File: src/rtl/bcd_scan_counter.sv
// rtl/bcd_scan_counter.sv - 4-digit BCD up/down counter with multiplexed display scan
//
// Purpose: holds a 4-digit BCD count (load / count up / count down / hold),
// raises a one-cycle terminal-count pulse on wrap, and time-multiplexes the
// digits onto a single BCD output for a downstream 7-segment decoder.
//
// Ports:
//   clk        rising-edge clock
//   rst_n      asynchronous active-low reset
//   en         count enable
//   up         direction, 1 = increment, 0 = decrement
//   load       synchronous load strobe (takes priority over en)
//   load_val   load value, four BCD nibbles, [3:0] least significant
//   count      registered BCD count, [3:0] least significant
//   tc         registered one-cycle wrap pulse
//   digit_bcd  BCD digit currently selected by the scan
//   digit_sel  one-hot digit enable, bit0 = least significant digit
module bcd_scan_counter #(
    parameter int SCAN_DIV = 1000
) (
    input  logic        clk,
    input  logic        rst_n,
    input  logic        en,
    input  logic        up,
    input  logic        load,
    input  logic [15:0] load_val,
    output logic [15:0] count,
    output logic        tc,
    output logic [3:0]  digit_bcd,
    output logic [3:0]  digit_sel
);

    localparam logic [15:0] DIV_LAST = 16'(SCAN_DIV - 1);

    logic [15:0] prescaler;
    logic [1:0]  scan_idx;
    logic [16:0] step;

    // Nibbles above 9 are forced to 0 so count is always valid BCD.
    function automatic logic [15:0] bcd_sanitize(input logic [15:0] v);
        logic [15:0] r;
        for (int i = 0; i < 4; i++) begin
            r[4*i +: 4] = (v[4*i +: 4] > 4'd9) ? 4'd0 : v[4*i +: 4];
        end
        return r;
    endfunction

    // One BCD step with the carry/borrow rippling through all four digits.
    // Bit 16 of the result is the carry/borrow out of the top digit, i.e. the wrap.
    function automatic logic [16:0] bcd_step(input logic [15:0] v, input logic dir_up);
        logic [15:0] r;
        logic [3:0]  d;
        logic        c;
        c = 1'b1;
        for (int i = 0; i < 4; i++) begin
            d = v[4*i +: 4];
            if (c) begin
                if (dir_up) begin
                    if (d == 4'd9) begin
                        d = 4'd0;
                        c = 1'b1;
                    end else begin
                        d = d + 4'd1;
                        c = 1'b0;
                    end
                end else begin
                    if (d == 4'd0) begin
                        d = 4'd9;
                        c = 1'b1;
                    end else begin
                        d = d - 4'd1;
                        c = 1'b0;
                    end
                end
            end
            r[4*i +: 4] = d;
        end
        return {c, r};
    endfunction

    assign step = bcd_step(count, up);

    always_ff @(posedge clk or negedge rst_n) begin
        if (!rst_n) begin
            count <= 16'h0000;
            tc    <= 1'b0;
        end else if (load) begin
            count <= bcd_sanitize(load_val);
            tc    <= 1'b0;
        end else if (en) begin
            count <= step[15:0];
            tc    <= step[16];
        end else begin
            tc    <= 1'b0;
        end
    end

    // Free-running scan; digit_sel is rotated in step with scan_idx so it is
    // always the registered one-hot decode of the index.
    always_ff @(posedge clk or negedge rst_n) begin
        if (!rst_n) begin
            prescaler <= 16'd0;
            scan_idx  <= 2'd0;
            digit_sel <= 4'b0001;
        end else if (prescaler == DIV_LAST) begin
            prescaler <= 16'd0;
            scan_idx  <= scan_idx + 2'd1;
            digit_sel <= {digit_sel[2:0], digit_sel[3]};
        end else begin
            prescaler <= prescaler + 16'd1;
        end
    end

    always_comb begin
        digit_bcd = count[3:0];
        case (scan_idx)
            2'd0: digit_bcd = count[3:0];
            2'd1: digit_bcd = count[7:4];
            2'd2: digit_bcd = count[11:8];
            2'd3: digit_bcd = count[15:12];
            default: digit_bcd = count[3:0];
        endcase
    end

endmodule
File: config.mk
export PLATFORM = sky130hd
export DESIGN_NAME = bcd_scan_counter
export DESIGN_NICKNAME = d
export VERILOG_FILES = /design/src/rtl/bcd_scan_counter.sv
export SDC_FILE = /design/constraint.sdc
export NUM_CORES = 1
export LEC_CHECK = 0
export ABC_AREA = 1
export BUFFER_PORTS_ARGS = -buffer_cell sky130_fd_sc_hd__buf_4
export CORE_MARGIN = 1
export CORE_UTILIZATION = 30
export DETAILED_ROUTE_END_ITERATION = 10
export PLACE_DENSITY_LB_ADDON = 0.05
export SYNTH_ARGS = -nofsm -noshare
export SYNTH_HDL_FRONTEND = slang
export SYNTH_SLANG_ARGS = --single-unit
File: constraint.sdc
create_clock -name clk -period 3.25 [get_ports clk]
set_input_delay 0.325 -clock clk [delete_from_list [all_inputs] [get_ports clk]]
set_output_delay 0.325 -clock clk [all_outputs]
set_load 0.02 [all_outputs]
==> results.py, run 1 <==
metrics = {
    "worst_setup_path": {
        "max_stage_delay_ps": 400,
        "crit_type": "reg -> out",
        "critPathBufInv": 3,
        "cp_top_family": "flip-flops",
        "path_cells": "inv_1 > ha_1 > inv_1 > o22ai_1 > a211oi_1 > a21oi_1 > buf_4",
        "crit_arrival_ps": 1630,
        "cp_slowest_cell": "dfrtp_1",
        "start_kind": "register",
        "startpoint": "scan_idx[0]",
        "worstPathMaxFanout": 3,
        "r2r-start": "prescaler[0]",
        "cp.required_ps": 2920,
        "worst_path_most_repeated_cell": "inv_1",
        "critPathCaptureType": "primary output",
    },
    "drt": {
        "wl_met2_um": 3540,
        "ant_nets": 0,
        "wl_met1_um": 3220,
        "wl_per_cell_um": 12.8,
        "met3_length_um": 230,
        "highest_layer": "met4",
        "drt_iter0_markers": 127,
        "dr.pass1.iters": 5,
        "routed_via_density": 4.76,
        "vias": 2620,
        "drc": 0,
        "routed_wl_um": 7050,
    },
    "logic_synthesis": {
        "yosysTopAreaCellShare_pct": 35.5,
        "ys.flop_type": "dfrtp_1",
        "synth-edff-count": 0,
        "synth_seq_area_share_pct": 36.5,
        "postSynthAreaPerCell_sq_um": 6.74,
        "yosysTopAreaCell": "dfrtp_1",
        "synthArstFlopShare_pct": 100,
        "synth_nets": 423,
        "synth_area_sq_um": 2680,
        "synth_cells": 397,
        "yosys-top-cells-count": "nand2_1 (125), inv_1 (45), nand3_1 (43), dfrtp_1 (38), nor2_1 (35)",
        "yosys-top-cells-area": "dfrtp_1 (36%), nand2_1 (18%), nand3_1 (8.0%)",
        "ys_types": 33,
        "synth.most_common_cell": "nand2_1",
        "synth_seq_cells": 39,
        "yosysWarnings": 0,
    },
    "place": {
        "place_area_sq_um": 3110,
        "portBuffers": 45,
        "globalplace.congestion": 0.796,
        "dpl.hpwl_um": 5310,
        "dpl.cell_count": 542,
    },
    "clocking": {
        "cts_hold_buf": 0,
        "cts_buffer_depth": 2,
        "post_cts_buffers": 0,
        "post_cts_resized": 0,
        "cts_sinks": 39,
        "cts_tree": "done",
        "numCtsBuffers": 5,
        "htree_levels": 2,
        "clock-root-buffer": "clkbuf_8",
        "clk_pin_slew_ps": 90,
        "clk_latency_ps": 300,
    },
    "power": {
        "internal_power_uw": 859,
        "power.switching_uw": 549,
        "power_frac_clock_pct": 26.5,
        "p_per_area_nw_per_um2": 439,
        "max-vdd-ir-drop_mv": 0.161,
        "p_leak_uw": 0.00176,
        "p_sw_share_pct": 39.0,
        "power_frac_seq_pct": 41.6,
        "power_uw": 1410,
        "comb_power_share_pct": 31.9,
    },
    "timing": {
        "rsz0062_at_grt": "no",
        "period_needed_ps": 1960,
        "max_freq_mhz": 511,
        "finalSetupTns_ps": 0,
        "clock_skew_ps": 8.28,
        "setup_violations": 0,
        "slew_viol_final": 0,
        "worstMarginPinSlew_ps": 617,
        "slew_headroom_pct": 58.6,
        "fin_crit_sh_pct": 60.2,
        "holdWs_ps": -16.0,
        "hold_violations": 5,
    },
    "cells_and_area": {
        "final_cells": 550,
        "nets": 467,
        "diodes": 0,
        "drive_above_1_share_pct": 17.2,
        "final_cell_area_sq_um": 3210,
        "area_delta_synth_final_pct": 20.0,
    },
    "die": {
        "die_y_um": 96.4,
        "initial_core_util_pct": 30.8,
        "die_w_um": 96.4,
        "core_sq_um": 8680,
        "dieArea_sq_um": 9300,
        "ios": 46,
        "num_rows": 34,
    },
    "global_routing": {
        "antenna_found_initial": 0,
        "grt_usage_pct": 16.3,
        "grt_pass1_vias": 2457,
        "grt_start_max_net_pins": 40,
        "grt_pass1_wl_um": 11600,
        "gr-total-overflow": 0,
    },
    "min_path": {
        "hold_class": "in -> async",
    },
    "status": {
        "outcome": "finished, violations left",
        "violations": "hold timing",
    },
    "flow_run": {
        "cap_violations": 0,
    },
}
worst register-to-register path, delay by kind of cell (launching register included):
kind | cells | cell delay (ps)
AOI/OAI and AO/OA | 1 | 100
adders and majority gates | 1 | 180
buffers and inverters | 2 | 290
DFF | 1 | 380
and+or+nand+nor | 4 | 520
final cells by class:
type / count / area [sq um]
Sequential cell: 39 / 977
Clock inverter: 2 / 16.3
Inverter: 54 / 203
Clock buffer: 6 / 82.6
Tap cell: 108 / 135
Fill cell: 974 / 5470
Multi-Input combinational cell: 296 / 1460
Timing Repair Buffer: 45 / 338
metal layers:
metal,track usage (%),vias up
li1,-,1365
met1,19.4,1213
met2,30.6,35
met3,2.66,7
met4,3.68,0
met5,0,-
final timing paths:
check	to	slack [ps]	cells after the start
min	count[2]	-20	1
max reg2reg	digit_sel[3]	1680	8
min reg2reg	prescaler[0]	470	1
max	digit_bcd[3]	1290	7
max in group asynchronous	count[15]	2880	1
min in group clk	count[0]	310	3
cell usage in the layout (no fill, tap or decap):
cell / synthesis / final
a211oi_1: 3 / 3
a21oi_1: 12 / 12
a22oi_1: 2 / 2
a31oi_1: 2 / 2
a32oi_1: 1 / 1
buf_4: 0 / 45
clkbuf_8: 0 / 6
clkinv_1: 1 / 1
clkinv_4: 0 / 1
clkinvlp_4: 0 / 1
dfrtp_1: 38 / 38
dfstp_2: 1 / 1
ha_1: 5 / 5
inv_1: 45 / 45
inv_2: 8 / 8
nand2_1: 125 / 125
nand2_2: 5 / 5
nand2_4: 3 / 3
nand3_1: 43 / 43
nand3_4: 1 / 1
nand4_1: 3 / 3
nor2_1: 35 / 35
nor2_2: 1 / 1
nor2_4: 1 / 1
nor2_8: 1 / 1
nor3_1: 3 / 3
nor3_2: 1 / 1
o211ai_1: 3 / 3
o21a_1: 1 / 1
o21ai_0: 26 / 26
o21ai_1: 5 / 5
o21ai_2: 1 / 1
o22ai_1: 4 / 4
xnor2_1: 1 / 1
xor2_1: 8 / 8
power by group through the flow:
stage / Clock (uW) / Sequential, uW / Combinational, uW
after floorplan: 0 / 614 / 263
after global placement: 0 / 598 / 456
after detailed placement: 0 / 596 / 453
after CTS: 389 / 586 / 454
after global routing: 403 / 593 / 514
final: 374 / 586 / 449
logic make-up after synthesis:
kind of cell / synth area share, %
DFF: 36.5
adders and majority gates: 2.34
AOI/OAI and AO/OA: 12.6
and+or+nand+nor: 36.6
buffers and inverters: 8.93
xor gates and xnor gates: 2.95
stage by stage:
step / setup slack (ps) / util, %
after floorplan: 1590 / -
final: 1290 / 37.0
after CTS: 1290 / 37.0
after detailed placement: 1430 / 35.9
after global routing: 1150 / 37.0
after global placement: 1510 / 35.9
sequential cells by signal, summed over array words and instances, names as in the netlist:
signal	count
count	16
prescaler	16
digit_sel	4
scan_idx	2
tc	1
Power figures use the tool's default switching activity.
==> run 2: changes to the inputs <==
==> constraint.sdc (replaced) <==
create_clock -name clk -period 1.85 [get_ports clk]
set_input_delay 0.185 -clock clk [delete_from_list [all_inputs] [get_ports clk]]
set_output_delay 0.185 -clock clk [all_outputs]
set_load 0.02 [all_outputs]
==> run 2 against run 1 <==
Final cell count grew 0.91%. Hold slack better by 170 ps. Clock skew is 4.6 ps lower. Die area is the same. Setup slack got worse by 1200 ps. Utilization rose by 1.2 points. Sequential share of layout area shrank 0.99 points. Combinational power rose by 77%. Total power increased by 75%. Highest routed layer unchanged. Via count down 0.19%. Global-route usage down 0.18 points. The run now ends clean.
==> results.py, run 2 (same netlist as run 1, synthesis figures left out) <==
metrics = {
    "clocking": {
        "clk_latency_ps": 290,
        "htree_levels": 2,
        "cts_buffer_depth": 2,
        "clock-root-buffer": "clkbuf_8",
        "clk_pin_slew_ps": 80,
        "cts_sinks": 39,
        "cts_tree": "done",
        "numCtsBuffers": 5,
    },
    "worst_setup_path": {
        "worstPathMaxFanout": 3,
        "crit_type": "reg -> out",
        "rr_worst_depth": 8,
        "rr_endpoint": "scan_idx[1]",
        "cp.required_ps": 1660,
        "reg2reg_slack_ps": 320,
        "critPathCaptureType": "primary output",
        "r2r-start": "prescaler[0]",
        "crit_arrival_ps": 1580,
        "start_kind": "register",
    },
    "timing": {
        "setup_violations": 0,
        "hold_violations": 0,
        "holdWs_ps": 154,
        "clock_skew_ps": 3.69,
        "worstMarginPinSlew_ps": 545,
        "fin_crit_sh_pct": 95.4,
        "period_needed_ps": 1770,
        "fin_ws_ps": 84.3,
        "slew_viol_final": 0,
        "max_freq_mhz": 566,
        "slew_headroom_pct": 63.7,
    },
    "cells_and_area": {
        "reg_top3": "count (16), prescaler (16), digit_sel (4)",
        "nets": 472,
        "final_cell_mix": "nand2_1 (125), buf_4 (49), nand3_1 (43)",
        "diodes": 0,
        "mostFrequentLayoutCell": "nand2_1",
        "fill_cells": 956,
        "drive_above_1_share_pct": 21.3,
        "area_delta_synth_final_pct": 24.0,
    },
    "power": {
        "p_per_area_nw_per_um2": 742,
        "p_leak_uw": 0.00179,
        "max-vdd-ir-drop_mv": 0.256,
    },
    "die": {
        "core_sq_um": 8680,
        "num_rows": 34,
        "dieArea_sq_um": 9300,
        "ios": 46,
        "die_y_um": 96.4,
        "initial_core_util_pct": 30.8,
        "die_w_um": 96.4,
    },
    "drt": {
        "vias": 2615,
        "ant_nets": 0,
        "routed_wl_um": 7090,
        "drc": 0,
        "dr.pass1.iters": 5,
        "wl_per_cell_um": 12.8,
        "drt_iter0_markers": 114,
        "routed_via_density": 4.71,
    },
    "status": {
        "outcome": "completed",
    },
    "min_path": {
        "hold_class": "in -> reg",
        "holdPathEnd": "count[0]",
        "min_from": "load_val[0]",
        "min_path_cells": 3,
    },
    "global_routing": {
        "grt_pass1_vias": 2510,
        "grt_usage_pct": 16.1,
        "gr-total-overflow": 0,
        "antenna_found_initial": 0,
        "grt_start_max_net_pins": 40,
        "grt_pass1_wl_um": 11600,
    },
    "flow_run": {
        "cap_violations": 0,
    },
    "place": {
        "portBuffers": 45,
        "dp_slack_ps": 297,
        "globalplace.congestion": 0.788,
        "dpl.hpwl_um": 5260,
    },
}
## run 2: metal layers
layer | share of wire, % | wire [um] | GRT usage [%] | up-vias
met5 | 0 | 0 | 0 | -
met4 | 0.72 | 51 | 3.55 | 0
met3 | 2.9 | 203 | 2.82 | 4
met2 | 51 | 3650 | 29.7 | 35
met1 | 45 | 3180 | 19.5 | 1202
li1 | - | - | - | 1374
## run 2: final cells by class
cell class              count  area, sq um  share of cell area, %
multi-input cells         296         1530                   46.0
inverters                  54          203                   6.11
clock buffers               6         82.6                   2.49
clock inverters             2         16.3                  0.490
repair buffers             50          378                   11.4
flip-flops and latches     39          977                   29.4
well taps                 108          135                   4.07
## run 2: critical path, cell delays in order, from the launching register on
cell,delay [ps]
dfrtp_1,420
buf_4,150
ha_4,150
inv_2,80
o22ai_2,70
a211oi_2,160
a21oi_1,90
buf_4,170
## run 2: where the power goes
group / switching [uW] / internal (uW) / leakage (uW) / total (uW)
clock: 337 / 305 / 0.0000474 / 642
combinational: 496 / 298 / 0.00124 / 794
sequential: 116 / 911 / 0.000505 / 1030
total: 949 / 1510 / 0.00179 / 2460
## run 2: timing repair
action | 4_1_cts | 5_1_grt
resized for setup | 2 | 15
setup endpoints to repair | 3 | 3
hold buffers | 1 | 0
endpoints found under the hold margin | 38 | 0
buffers inserted | 0 | 3
pin swaps | 0 | 2
## run 2: worst max path at each step
stage	start	to	slack, ps	cells after the start
4_1_cts	scan_idx[0]	digit_bcd[2]	10	7
6_report	scan_idx[1]	digit_bcd[1]	80	7
3_5_place_dp	scan_idx[0]	digit_bcd[0]	300	5
2_1_floorplan	scan_idx[0]	digit_bcd[0]	330	5
5_1_grt	scan_idx[0]	digit_bcd[1]	-3	7
3_3_place_gp	scan_idx[0]	digit_bcd[0]	320	5
## run 2: metrics by stage
stage | TNS [ps] | cells | power (uW) | cell area, sq um | utilization (%)
after floorplan | 0 | 397 | 1540 | 2680 | -
after global placement | 0 | 543 | 1840 | 3120 | 35.9
after detailed placement | 0 | 543 | 1830 | 3120 | 35.9
after CTS | 0 | 552 | 2500 | 3230 | 37.2
after global routing | -3.38 | 555 | 2670 | 3320 | 38.2
final | 0 | 555 | 2460 | 3320 | 38.2
==> run 3: changes to the inputs <==
--- a/config.mk
+++ b/config.mk
@@ -7,6 +7,8 @@
 export LEC_CHECK = 0
 export ABC_AREA = 1
 export BUFFER_PORTS_ARGS = -buffer_cell sky130_fd_sc_hd__buf_4
+export CELL_PAD_IN_SITES_DETAIL_PLACEMENT = 2
+export CELL_PAD_IN_SITES_GLOBAL_PLACEMENT = 2
 export CORE_MARGIN = 1
 export CORE_UTILIZATION = 30
 export DETAILED_ROUTE_END_ITERATION = 10
==> run 3 against run 2 <==
Clock-buffer cell count shrank 1. Via count grew 3.8%. Combinational power grew 3.8%. Register-to-register slack lost 60 ps. Sequential power is essentially flat. Cell area shrank 0.26%. Final cell count grew 0.18%. Total power shrank 0.21%. Routed wire length grew 16%. Hold slack gained 0.89 ps. Sequential share of layout area grew 0.078 points. Non-clock buffer count grew 1.
==> results.py, run 3 (same netlist as run 1, synthesis figures left out) <==
metrics = {
    "status": {
        "outcome": "completed",
    },
    "timing": {
        "setup_violations": 0,
        "clock_skew_ps": 10.1,
        "period_needed_ps": 1770,
        "hold_violations": 0,
        "worstMarginPinSlew_ps": 530,
        "slew_headroom_pct": 64.7,
        "holdWs_ps": 155,
        "finalSetupTns_ps": 0,
        "rsz0062_at_grt": "yes",
        "fin_crit_sh_pct": 95.7,
        "max_freq_mhz": 565,
        "slew_viol_final": 0,
        "fin_ws_ps": 79.6,
    },
    "power": {
        "max-vdd-ir-drop_mv": 0.288,
        "p_leak_uw": 0.00179,
        "p_per_area_nw_per_um2": 743,
        "power_uw": 2460,
    },
    "global_routing": {
        "grt_start_max_net_pins": 40,
        "grt_pass1_wl_um": 14000,
        "grt_pass1_vias": 2825,
        "grt_usage_pct": 19.6,
        "antenna_found_initial": 0,
        "gr-total-overflow": 0,
    },
    "die": {
        "die_y_um": 96.4,
        "die_w_um": 96.4,
        "core_sq_um": 8680,
        "num_rows": 34,
        "dieArea_sq_um": 9300,
        "ios": 46,
        "initial_core_util_pct": 30.8,
    },
    "cells_and_area": {
        "final_cell_mix": "nand2_1 (125), buf_4 (50), inv_1 (43), nand3_1 (43), dfrtp_1 (38)",
        "area_delta_synth_final_pct": 23.7,
        "seqCellArea_sq_um": 977,
        "multi_input_area_sq_um": 1520,
        "fill_cells": 1069,
        "drive_above_1_share_pct": 20.5,
        "reg_top3": "count (16), prescaler (16), digit_sel (4)",
        "nets": 473,
        "final_util_pct": 38.1,
        "mostFrequentLayoutCell": "nand2_1",
        "diodes": 0,
    },
    "worst_setup_path": {
        "crit_type": "reg -> out",
        "cp.required_ps": 1660,
        "start_kind": "register",
        "cp_top_family": "flip-flops",
        "worstPathMaxFanout": 3,
        "critPathBufInv": 3,
        "cp_slowest_cell": "dfrtp_1",
        "max_stage_delay_ps": 390,
        "critPathCaptureType": "primary output",
        "crit_arrival_ps": 1590,
        "path_cells": "inv_2 > ha_1 > inv_1 > o22ai_1 > a211oi_1 > a21oi_1 > buf_4",
    },
    "drt": {
        "ant_nets": 0,
        "routed_wl_um": 8240,
        "wl_per_cell_um": 14.8,
        "drt_iter0_markers": 75,
        "drc": 0,
        "routed_via_density": 4.88,
        "dr.pass1.iters": 4,
        "vias": 2715,
    },
    "clocking": {
        "cts_tree": "done",
        "clk_latency_ps": 300,
        "clock-root-buffer": "clkbuf_8",
        "cts_buffer_depth": 2,
        "numCtsBuffers": 5,
        "htree_levels": 2,
        "clk_pin_slew_ps": 100,
        "cts_sinks": 39,
    },
    "place": {
        "globalplace.congestion": 0.820,
        "dp_slack_ps": 213,
        "dpl.hpwl_um": 6520,
        "portBuffers": 45,
    },
    "min_path": {
        "hold_class": "in -> reg",
    },
    "flow_run": {
        "cap_violations": 0,
    },
}
[run 3: path summary, 6_finish.rpt]
| check | slack (ps) | endpoint | cells after the start | startpoint |
|---|---|---|---|---|
| max | 80 | digit_bcd[2] | 7 | scan_idx[0] |
| min | 150 | count[0] | 3 | load_val[0] |
| max reg2reg | 260 | scan_idx[1] | 9 | prescaler[0] |
| min reg2reg | 470 | prescaler[15] | 1 | prescaler[15] |
| max in group asynchronous | 1070 | digit_sel[0] | 2 | rst_n |
| min in group asynchronous | 390 | count[0] | 2 | rst_n |
[run 3: layout make-up]
cell class,count,share of cell area (%)
repair buffers,51,11.6
inverters,54,6.12
clock inverters,3,0.605
well taps,108,4.08
multi-input cells,296,45.9
flip-flops and latches,39,29.5
clock buffers,5,2.08
[run 3: worst min-delay path: cells and delay by family]
| family | cells | cell delay (ps) |
|---|---|---|
| AO/OA/AOI/OAI | 1 | 90 |
| buffers and inverters | 1 | 80 |
| AND/OR/NAND/NOR | 1 | 70 |
[run 3: power by group]
group / switching [uW] / leakage [uW] / internal (uW)
registers: 116 / 0.000505 / 911
logic: 522 / 0.00124 / 301
clock network: 345 / 0.0000402 / 263
[run 3: per-stage QoR]
| step | area (sq um) | cells |
|---|---|---|
| after global routing | 3310 | 556 |
| after detailed placement | 3130 | 545 |
| final | 3310 | 556 |
| after global placement | 3130 | 545 |
| after CTS | 3280 | 556 |
| after floorplan | 2680 | 397 |
[run 3: what timing repair did]
item	4_1_cts	5_1_grt
hold buffers	1	0
setup endpoints to repair	3	4
gates cloned	0	0
hold endpoints to repair	38	0
buffers inserted	2	0
gates resized for setup	7	6
[run 3: metal layers]
metal | global-route usage (%) | routed length, um
met4 | 3.80 | 70
met1 | 25.1 | 3850
met3 | 3.05 | 146
met2 | 34.9 | 4180
met5 | 0 | 0
